==> config.mk <==
export PLATFORM = sky130hd
export DESIGN_NAME = byte_word_packer
export DESIGN_NICKNAME = d
export VERILOG_FILES = /design/src/rtl/byte_word_packer.sv
export SDC_FILE = /design/constraint.sdc
export NUM_CORES = 1
export LEC_CHECK = 0
export BUFFER_PORTS_ARGS = -buffer_cell sky130_fd_sc_hd__buf_2
export CAP_MARGIN = 5
export CORE_ASPECT_RATIO = 1.2
export CORE_MARGIN = 2
export CORE_UTILIZATION = 45
export DETAILED_ROUTE_END_ITERATION = 16
export GPL_ROUTABILITY_DRIVEN = 1
export HOLD_SLACK_MARGIN = 0.05
export PLACE_DENSITY = 0.67
export RECOVER_POWER = 50
export SYNTH_ARGS = -nofsm -noshare
export SYNTH_HDL_FRONTEND = slang
export SYNTH_SLANG_ARGS = --single-unit
==> constraint.sdc <==
create_clock -name clk_4f -period 5.3 [get_ports clk_4f]
set_input_delay 1.06 -clock clk_4f [delete_from_list [all_inputs] [get_ports clk_4f]]
set_output_delay 1.06 -clock clk_4f [all_outputs]
set_load 0.1 [all_outputs]
==> src/rtl/byte_word_packer.sv <==
// byte_word_packer: reassembles NUM_BYTES consecutive valid bytes into one
// word, strobes completed words, and drops/flags words broken by a valid gap.
// Good and broken words are tallied in wrapping counters.
module byte_word_packer #(
  parameter int BYTE_W    = 8,
  parameter int NUM_BYTES = 4,
  parameter int MSB_FIRST = 1,
  parameter int CNT_W     = 8
) (
  input  logic                        clk_4f,
  input  logic                        reset,
  input  logic [BYTE_W-1:0]           data_in,
  input  logic                        valid_in,
  output logic [BYTE_W*NUM_BYTES-1:0] data_out,
  output logic                        valid_out,
  output logic                        err_out,
  output logic                        busy,
  output logic [CNT_W-1:0]            words_ok,
  output logic [CNT_W-1:0]            words_err
);

  localparam int WORD_W = BYTE_W * NUM_BYTES;
  localparam int IDX_W  = (NUM_BYTES > 1) ? $clog2(NUM_BYTES) : 1;
  localparam logic [IDX_W-1:0] LAST_IDX = IDX_W'(NUM_BYTES - 1);

  typedef enum logic {IDLE, COLLECT} state_t;

  state_t              state_reg;
  logic [IDX_W-1:0]    idx_reg;
  logic [WORD_W-1:0]   asm_reg;
  logic [WORD_W-1:0]   data_out_reg;
  logic                valid_out_reg;
  logic                err_out_reg;
  logic                busy_reg;
  logic [CNT_W-1:0]    words_ok_reg;
  logic [CNT_W-1:0]    words_err_reg;

  // Partial word with the incoming byte dropped into the slot selected by idx.
  // In IDLE idx is 0, so this also covers storing byte 0 of a new word.
  logic [WORD_W-1:0]   merged_word;

  genvar gi;
  generate
    for (gi = 0; gi < NUM_BYTES; gi++) begin : g_slot
      localparam int LO = (MSB_FIRST != 0) ? (NUM_BYTES - 1 - gi) * BYTE_W : gi * BYTE_W;
      assign merged_word[LO +: BYTE_W] =
        (idx_reg == IDX_W'(gi)) ? data_in : asm_reg[LO +: BYTE_W];
    end
  endgenerate

  // Collection FSM with registered word, strobes, busy flag and counters.
  always_ff @(posedge clk_4f or posedge reset) begin
    if (reset) begin
      state_reg     <= IDLE;
      idx_reg       <= '0;
      asm_reg       <= '0;
      data_out_reg  <= '0;
      valid_out_reg <= 1'b0;
      err_out_reg   <= 1'b0;
      busy_reg      <= 1'b0;
      words_ok_reg  <= '0;
      words_err_reg <= '0;
    end else begin
      valid_out_reg <= 1'b0;
      err_out_reg   <= 1'b0;
      case (state_reg)
        IDLE: begin
          if (valid_in) begin
            asm_reg   <= merged_word;
            idx_reg   <= IDX_W'(1);
            state_reg <= COLLECT;
            busy_reg  <= 1'b1;
          end
        end
        COLLECT: begin
          if (valid_in) begin
            if (idx_reg == LAST_IDX) begin
              data_out_reg  <= merged_word;
              valid_out_reg <= 1'b1;
              words_ok_reg  <= words_ok_reg + CNT_W'(1);
              idx_reg       <= '0;
              state_reg     <= IDLE;
              busy_reg      <= 1'b0;
            end else begin
              asm_reg <= merged_word;
              idx_reg <= idx_reg + IDX_W'(1);
            end
          end else begin
            // Gap inside a word: drop the partial word, keep the last good one.
            err_out_reg   <= 1'b1;
            words_err_reg <= words_err_reg + CNT_W'(1);
            idx_reg       <= '0;
            state_reg     <= IDLE;
            busy_reg      <= 1'b0;
          end
        end
        default: begin
          idx_reg   <= '0;
          state_reg <= IDLE;
          busy_reg  <= 1'b0;
        end
      endcase
    end
  end

  assign data_out  = data_out_reg;
  assign valid_out = valid_out_reg;
  assign err_out   = err_out_reg;
  assign busy      = busy_reg;
  assign words_ok  = words_ok_reg;
  assign words_err = words_err_reg;

endmodule

# Word-level counts from Yosys, hierarchy flattened
# Index checks and enable logic that the tools add are counted.
[classes] addsub=3 mul=0 div_mod_pow=0 order_cmp=0 n_eq_ne=7 n_shift=0 muxes=25 n_bitwise=2 reduce_logical=5
[op_table] op="$mux 32" count=3
[op_table] op="$pmux 32 s2" count=1
[op_table] op="$mux 8" count=4
[op_table] op="$add 8x1->8 const B" count=2
[op_table] op="$mux 1" count=11
[op_table] op="$mux 2" count=3
[op_table] op="$ne 2x2->1 const B" count=3
[op_table] op="$reduce_and 3->1" count=2
[op_table] op="$eq 2x2->1 const B" count=2
[op_table] op="$pmux 1 s2" count=2
[op_table] op="$pmux 2 s2" count=1
[op_table] op="$reduce_and 2->1" count=2
[op_table] op="$ne 3x2->1 const B" count=1
[op_table] op="$add 2x1->2 const B" count=1
[op_table] op="$eq 2x1->1 const B" count=1
[op_table] op="$logic_not 2->1" count=1
[op_table] op="$not 1->1" count=2
[word_totals] register_bits=86 latch_bits=0 mem_bits_rw=0 rom_bits=0 input_bits=11 out_inout_bits=51 word_cells=51 mem_count=0

# Logic depth before layout (Yosys ltp)
# Gate-level depths: netlist of the first run.
[depth] ltp_word=5 ltp_mapped=5 mapped_depth_nobuf=4

# Worst setup path after synthesis of the first run
# OpenSTA, ideal clock, no wires.
[synth_path] kind="register to output" start="reg words_ok_reg[3] (netlist: words_ok[3])" end="out words_ok[3]" arrival_time_ns=0.962 required_time_ns=4.240 slack_ns=3.278 path_stages_with_launch=1 n_path_buf=0 cell_sequence="dfrtp_1"
[synth_lines] element="start: declaration" line_no="35" rtl="logic [CNT_W-1:0] words_ok_reg;"
[synth_lines] element="start signal: assignment" line_no="80" rtl="words_ok_reg <= words_ok_reg + CNT_W'(1);"
[synth_lines] element="end: declaration" line_no="18" rtl="output logic [CNT_W-1:0] words_ok,"
# No word-level cell between the ends.

# Final worst setup path of the first run
[layout_path] start="in valid_in" end="reg words_ok_reg[5] (netlist: words_ok[5])"
[layout_via] elab_chain_cells=1
[layout_lines] element="start: declaration" line_no="13" rtl="input logic valid_in,"
[layout_lines] element="$reduce_and 3->1 (no source line)"
# Every way passes these cells.
# A chain may end at the register's enable or synchronous reset.

==> results of run 1 <==
-- critical path, delay by kind of cell --
| family | cells | cell delay, ns |
|---|---|---|
| and+or+nand+nor | 2 | 1.36 |
| buffers and inverters | 1 | 0.33 |
| xor gates and xnor gates | 1 | 0.17 |
-- cells in the mapped netlist, drive strengths merged --
master	count
nand3	3
and4b	1
nand3b	1
mux2i	24
nor3	2
nor2	2
and2b	1
mux2	25
nand2	59
xor2	4
inv	3
and3	4
o31ai	1
dfrtp	78
nand4	6
ha	7
xnor2	10
clkbuf	6
o21a	1
buf	7
o21ai	26
a21boi	2
-- cell type report --
| type | count | area (um2) |
|---|---|---|
| Fill cell | 652 | 3280 |
| Tap cell | 90 | 113 |
| Inverter | 3 | 11.3 |
| Clock buffer | 11 | 141 |
| Clock inverter | 5 | 106 |
| Sequential cell | 78 | 1950 |
| Timing Repair Buffer | 62 | 307 |
| Multi-Input combinational cell | 179 | 1240 |
-- routing by layer --
| layer | track usage [%] | up-vias |
|---|---|---|
| met5 | 0 | - |
| met4 | 6.54 | 0 |
| met3 | 3.16 | 9 |
| met2 | 26.5 | 49 |
| met1 | 22.7 | 1025 |
| li1 | - | 1047 |
-- metrics by stage --
stage | util, % | hold WS [ns] | instances
5_1_grt | 54.1 | 0.500 | 428
2_1_floorplan | - | 0.464 | 273
6_report | 54.1 | 0.477 | 428
3_5_place_dp | 51.0 | 0.457 | 412
4_1_cts | 54.5 | 0.479 | 428
3_3_place_gp | 51.0 | 0.458 | 412
-- path summary, 6_finish.rpt --
check | from | endpoint | slack, ns
min in group asynchronous | reset | words_err[7] | 1.27
worst min register to register | words_ok[7] | words_ok[7] | 0.48
worst min-delay path | words_ok[7] | words_ok[7] | 0.48
worst max register to register | idx_reg[0] | words_ok[5] | 3.09
worst max-delay path | valid_in | words_ok[5] | 2.63
max in group asynchronous | reset | data_out[19] | 2.78
-- logic make-up after synthesis --
family	count (synthesis)	synth area share, %
simple gates	79	10.8
fa+ha+maj	7	2.67
mux	49	15.9
xor+xnor	14	3.74
compound gates	30	5.23
flops	78	59.5
buf+inv	16	2.17
==> impl_metrics.toml, run 1 <==
[outcome]
status = "finished, violations left"
violations = "max-capacitance violations, max-slew violations"

[floorplanning]
coreArea_um2 = 7150
pin_count = 62
num_rows = 34
dieArea_um2 = 7990
initial_utilization_pct = 45.9
fp.dieH_um = 97.5
die_w_um = 81.9

[worst_setup_path]
crit_required_ns = 5.56
reg2reg_depth = 4
path_max_fanout = 61
cp_slowest_stage_delay_ns = 0.88
criticalPathCategory = "input port to flop"
cp-end-kind = "flop"
critPathLaunchType = "input port"
path_cells = "clkbuf_1 -> nand3_2 -> nor3_1 -> xor2_1"
crit_arrival_ns = 2.94
crit_slowest_cell = "nand3_2"

[drt]
ant_nets = 0
drc = 0
dr.pass1.iters = 4
met2_length_mm = 3.00
dr_total_vias = 2130
dr_wl_met3_um = 236
drt-met1-wl_mm = 2.88
drt_iter0_markers = 99
wl_per_cell_um = 14.5
highest_layer = "met4"
vias_per_cell = 4.98
wl_mm = 6.20

[global_route]
gr-usage-all-layers_pct = 16.8
grt_pass1_wl_mm = 10.3
grt_start_max_net_pins = 62
grt_overflow = 0
grt_antenna_before_repair = 0
grt_pass1_vias = 2077

[yosys]
synth-seq-area-share_pct = 59.5
synth_top_area_cell = "dfrtp_1"
syn_area_um2 = 3280
yosysWarnings = 0
netlist.area_leader.share_pct = 59.5
syn-num-nets = 291
syn_inst = 273
synthTopCellsByArea = "dfrtp_1 (59%), mux2_2 (8.2%), mux2i_1 (7.3%)"
ys_ff_latch = 78
synthDistinctLibCells = 27
syn_avg_cell_area_um2 = 12.0

[placement]
portBuffers = 61
dpl-instance-area_um2 = 3650
dp_hpwl_mm = 4.19
place_congestion = 0.743
post-place-ws_ns = 2.48

[sta]
worstMarginPinSlew_ns = 1.77
rsz0062_at_grt = "no"
fin_worst_skew_ns = 0.0113
final.period_utilization_pct = 50.4
report.final.hold_viol_count = 0
drv_slew = 49
final.setup.tns_ns = 0
final.min_clock_period_ns = 2.67
fin_ws_ns = 2.63
maxSlewHeadroom_pct = -17.9
setup_viol = 0
fmax_ghz = 0.374

[clock_network]
cts-buffers-inserted = 9
clkTransAtPathRegs_ns = 0.08
ctsHoldBuffers = 0
clock_sinks = 78
clk_latency_ns = 0.34
cts_tree = "yes"
htree_levels = 3
cts_root_buf = "clkbuf_8"
cts_resized = 0
post_cts_buffers = 0
clock_path_buffers = 2

[cells_and_area]
largest_reg_flops = 32
drive_above_1_share_pct = 28.7
layout_common_cells = "dfrtp_1 (78), nand2_1 (59), buf_2 (56), o21ai_0 (26)"
finalNetCount = 351
syn2layout_area_growth_pct = 17.9
fin_area_um2 = 3870
num_antenna_cells = 0
layout_commonest_cell = "dfrtp_1"

[min_path]
worstHoldPathCells = 1
hold_class = "flop to flop"

[run]
drv_cap = 1
Power of run 1 is left out: the tool's default activity adds up to more than one toggle a clock period on the data nets, which glitch-free logic cannot reach.
==> run 2, diff against run 1 <==
ABC_AREA = 1   (was not set)
PLACE_DENSITY = 0.66   (was 0.67)
clock period = 2.7 ns   (was 5.3 ns; I/O delays follow)
==> impl_metrics.toml, run 2 <==
[drt]
dr.pass1.iters = 4
dr_total_vias = 2769
drt_iter0_markers = 171
drc = 0
vias_per_cell = 4.77
ant_nets = 0
wl_mm = 7.46
wl_per_cell_um = 12.9

[sta]
maxSlewHeadroom_pct = -29.9
whs_ns = 0.448
worstMarginPinSlew_ns = 1.94
drv_slew = 43
final.period_utilization_pct = 76.9
final.min_clock_period_ns = 2.08
rsz0062_at_grt = "no"
final.setup.tns_ns = 0
fmax_ghz = 0.482
fin_worst_skew_ns = 0.0109
report.final.hold_viol_count = 0
setup_viol = 0

[yosys]
synth-main-ff-cell = "dfrtp_1"
netlist.area_leader.share_pct = 57.0
synth-seq-area-share_pct = 57.0
synth-edff-count = 0
synth_common_cells = "nand2_1 (175), dfrtp_1 (80), o21ai_0 (59)"
synthDistinctLibCells = 19
yosys.area_share.simple_pct = 21.6
synthTopCellsByArea = "dfrtp_1 (57%), nand2_1 (19%), o21ai_0 (8.4%)"
ys_ff_latch = 80
synth_top_family_by_area = "simple AND/OR/NAND/NOR gates"
synth_fa_ha_area_share_pct = 2.49
synth.most_common_cell = "nand2_1"
synthArstFlopShare_pct = 100
synth-compound-area-share_pct = 9.23
syn_avg_cell_area_um2 = 8.34
syn_area_um2 = 3510
synth_top_area_cell = "dfrtp_1"
syn-num-nets = 439
yosysWarnings = 0
synth_xor_area_share_pct = 2.00
synthMuxAreaShare_pct = 0
syn_inst = 421

[clock_network]
cts_root_buf = "clkbuf_8"
cts_tree = "yes"
clock_sinks = 80
clk_latency_ns = 0.35
htree_levels = 3
cts_resized = 0
cts-buffers-inserted = 9
post_cts_buffers = 0
clkTransAtPathRegs_ns = 0.08
clock_path_buffers = 2
ctsHoldBuffers = 0

[cells_and_area]
syn2layout_area_growth_pct = 18.4
finalNetCount = 501
layout_commonest_cell = "nand2_1"
fill_cells = 729
drive_above_1_share_pct = 17.2
layout_common_cells = "nand2_1 (175), dfrtp_1 (80), o21ai_0 (59), buf_2 (59), inv_1 (51)"
largest_reg_flops = 32
num_antenna_cells = 0

[global_route]
grt_start_max_net_pins = 44
grt_overflow = 0
grt_pass1_wl_mm = 12.8
grt_antenna_before_repair = 0
grt_pass1_vias = 2746
gr-usage-all-layers_pct = 19.0

[placement]
portBuffers = 61
dp_hpwl_mm = 5.12
place_congestion = 0.783

[floorplanning]
die_w_um = 84.6
fp.dieH_um = 101
dieArea_um2 = 8530
num_rows = 35
coreArea_um2 = 7620
pin_count = 62
initial_utilization_pct = 46.1

[min_path]
hold_start = "valid_in"
hold_class = "input port to flop"
worstHoldPathCells = 3
hold_end = "valid_out"

[worst_setup_path]
critPathLaunchType = "flop"
path_max_fanout = 1
cp-end-kind = "output port"
crit_family = "buffers and inverters"
cp_slowest_stage_delay_ns = 0.86
crit_arrival_ns = 1.54
crit_required_ns = 2.16
cp_num_buf_inv = 1
r2r_end = "asm_reg[23]"
r2r-start = "idx_reg[0]"
path_cells = "clkbuf_1"
crit_slowest_cell = "clkbuf_1"
reg2reg_depth = 5
reg2reg_slack_ns = 0.74
criticalPathCategory = "flop to output port"

[outcome]
status = "finished, violations left"
violations = "max-capacitance violations, max-slew violations"

[run]
drv_cap = 1
[run 2: cell types whose count changed after synthesis, sizes merged, moves of 2 or more]
cell | previous run | this run
a21boi | 2 | 0
a21oi | 0 | 2
and3 | 4 | 0
buf | 7 | 9
dfrtp | 78 | 80
inv | 3 | 54
mux2 | 25 | 0
mux2i | 24 | 0
nand2 | 59 | 175
nand3 | 3 | 11
nand4 | 6 | 0
nor2 | 2 | 7
o21ai | 26 | 59
xnor2 | 10 | 4
[run 2: worst register-to-register path, cell delays in order (launching register included)]
cell     delay (ns)
dfrtp_1        0.44
ha_1           0.26
a21oi_2        0.76
buf_12         0.26
nand2_1        0.06
o21ai_0        0.08
[run 2: logic make-up (layout without fill, tap and decap cells)]
logic type,after synthesis,count (layout)
AOI/OAI and AO/OA,62,62
xor gates and xnor gates,8,8
adders and majority gates,7,7
buffers and inverters,69,136
DFF,80,80
and+or+nand+nor,195,195
[run 2: through the flow]
stage                     setup slack [ns]  area (um2)  util [%]  instances
after floorplan                      0.108        3510         -        421
after global placement               0.895        3930      51.6        564
after detailed placement             0.860        3930      51.6        564
after CTS                            0.819        4170      54.8        580
after global routing                 0.507        4160      54.6        580
final                                0.625        4160      54.6        580
[run 2: how the worst max path moves through the flow]
stage | from | endpoint | depth (start not counted) | slack [ns]
2_1_floorplan | reset | asm_reg[10] | 1 | 0.11
3_3_place_gp | valid_in | words_ok[2] | 6 | 0.90
3_5_place_dp | idx_reg[0] | words_ok[2] | 6 | 0.86
4_1_cts | idx_reg[0] | words_ok[2] | 6 | 0.82
5_1_grt | idx_reg[0] | asm_reg[29] | 5 | 0.51
6_report | valid_out | valid_out | 1 | 0.62
[run 2: layout make-up]
type,count,area (um2),share of cell area (%)
timing repair buffer,66,365,8.78
sequential,80,2000,48.1
tap,92,115,2.77
clock inverter,5,104,2.50
clock buffer,11,141,3.40
multi-input combinational,272,1230,29.5
inverter,54,204,4.90
[run 2: metal layers]
metal / up-vias / global-route usage [%] / routed length [um]
li1: 1408 / - / -
met1: 1293 / 23.5 / 3360
met2: 62 / 32.1 / 3670
met3: 6 / 3.52 / 347
met4: 0 / 9.40 / 80
met5: - / 0 / 0
Power of run 2 is left out for the same reason.
==> run 3, diff against run 2 <==
clock period = 2.15 ns   (was 2.7 ns; I/O delays follow)
==> impl_metrics.toml, run 3 (synthesis gave the netlist of run 2 again) <==
[outcome]
status = "finished clean"

[placement]
place_congestion = 0.776
portBuffers = 61
dp_hpwl_mm = 5.08

[worst_setup_path]
criticalPathCategory = "flop to output port"
critPathCapture = "words_ok[3]"
crit_family = "buffers and inverters"
crit_slowest_cell = "buf_2"
r2r-start = "idx_reg[0]"
cp-startpoint = "words_ok[3]"
crit_arrival_ns = 1.25
path_max_fanout = 4
r2r_end = "words_ok[5]"
reg2reg_depth = 6
cp_num_cells = 1
cp-end-kind = "output port"
cp_num_buf_inv = 1
crit_required_ns = 1.72
cp_slowest_stage_delay_ns = 0.46
critPathLaunchType = "flop"
path_cells = "buf_2"
reg2reg_slack_ns = 0.52

[sta]
drv_slew = 0
fmax_ghz = 0.594
report.final.hold_viol_count = 0
setup_viol = 0
whs_ns = 0.266
worstMarginPinSlew_ns = 1.08
final.setup.tns_ns = 0
maxSlewHeadroom_pct = 27.9
fin_worst_skew_ns = 0.00874
rsz0062_at_grt = "no"
final.period_utilization_pct = 78.3
final.min_clock_period_ns = 1.68

[global_route]
grt_start_max_net_pins = 54
grt_antenna_before_repair = 0
grt_pass1_wl_mm = 12.5
grt_pass1_vias = 2689
gr-usage-all-layers_pct = 18.6
grt_overflow = 0

[cells_and_area]
finalNetCount = 502
fill_cells = 742
syn2layout_area_growth_pct = 16.0
multi_input_area_um2 = 1220
num_antenna_cells = 0
drive_above_1_share_pct = 17.4
layout_commonest_cell = "nand2_1"
largest_reg_flops = 32
layout_common_cells = "nand2_1 (175), dfrtp_1 (80), o21ai_0 (59), buf_2 (57), inv_1 (51)"
seqCellArea_um2 = 2000

[min_path]
hold_class = "input port to async pin"

[drt]
dr_total_vias = 2756
vias_per_cell = 4.74
drt_iter0_markers = 162
dr.pass1.iters = 5
drc = 0
ant_nets = 0
wl_mm = 7.14
wl_per_cell_um = 12.3

[floorplanning]
dieArea_um2 = 8530
pin_count = 62
num_rows = 35
die_w_um = 84.6
fp.dieH_um = 101
coreArea_um2 = 7620
initial_utilization_pct = 46.1

[clock_network]
htree_levels = 3
clk_latency_ns = 0.35
cts_tree = "yes"
post_cts_buffers = 0
cts-buffers-inserted = 9
clock_path_buffers = 2
clkTransAtPathRegs_ns = 0.08
cts_resized = 0
ctsHoldBuffers = 0
cts_root_buf = "clkbuf_8"
clock_sinks = 80

[run]
drv_cap = 0
run 3: cell types whose count changed in the layout (fill, tap and decap cells not counted), moves of 2 or more:
cell	change
buf_2	-2
bufinv_16	-3
clkbuf_1	-2
clkbuf_2	+6
clkinvlp_4	+3
run 3: area by class of cell:
type	count	share of cell area, %
multi-input cells	272	30.0
well taps	92	2.83
repair buffers	67	8.78
inverters	54	5.01
clock inverters	5	0.799
clock buffers	11	3.47
flip-flops and latches	80	49.1
run 3: metal layers:
| metal | share of wire (%) | wire length [um] | up-vias | track usage (%) |
|---|---|---|---|---|
| met3 | 3.8 | 271 | 11 | 3.03 |
| li1 | - | - | 1415 | - |
| met2 | 47 | 3350 | 57 | 30.3 |
| met1 | 47 | 3380 | 1273 | 24.5 |
| met4 | 1.9 | 137 | 0 | 8.18 |
| met5 | 0 | 0 | - | 0 |
run 3: per-stage QoR:
| stage | cell area, um2 | utilization (%) | setup slack [ns] | cells |
|---|---|---|---|---|
| floorplan | 3520 | - | 0.299 | 421 |
| CTS | 4130 | 54.1 | 0.448 | 581 |
| global route | 4070 | 53.5 | 0.342 | 581 |
| global placement | 3950 | 51.9 | 0.677 | 565 |
| finish | 4070 | 53.5 | 0.467 | 581 |
| detailed placement | 3950 | 51.9 | 0.630 | 565 |
run 3: how the worst min path moves through the flow:
stage / startpoint / end / slack (ns) / depth (start not counted)
after global placement: data_out[29] / data_out[29] / 0.46 / 2
after CTS: reset / data_out[28] / 0.15 / 2
after floorplan: asm_reg[7] / asm_reg[7] / 0.50 / 2
after detailed placement: data_out[15] / data_out[15] / 0.46 / 2
after global routing: valid_in / idx_reg[1] / 0.35 / 2
final: reset / data_out[26] / 0.27 / 2
Power of run 3 is left out for the same reason.
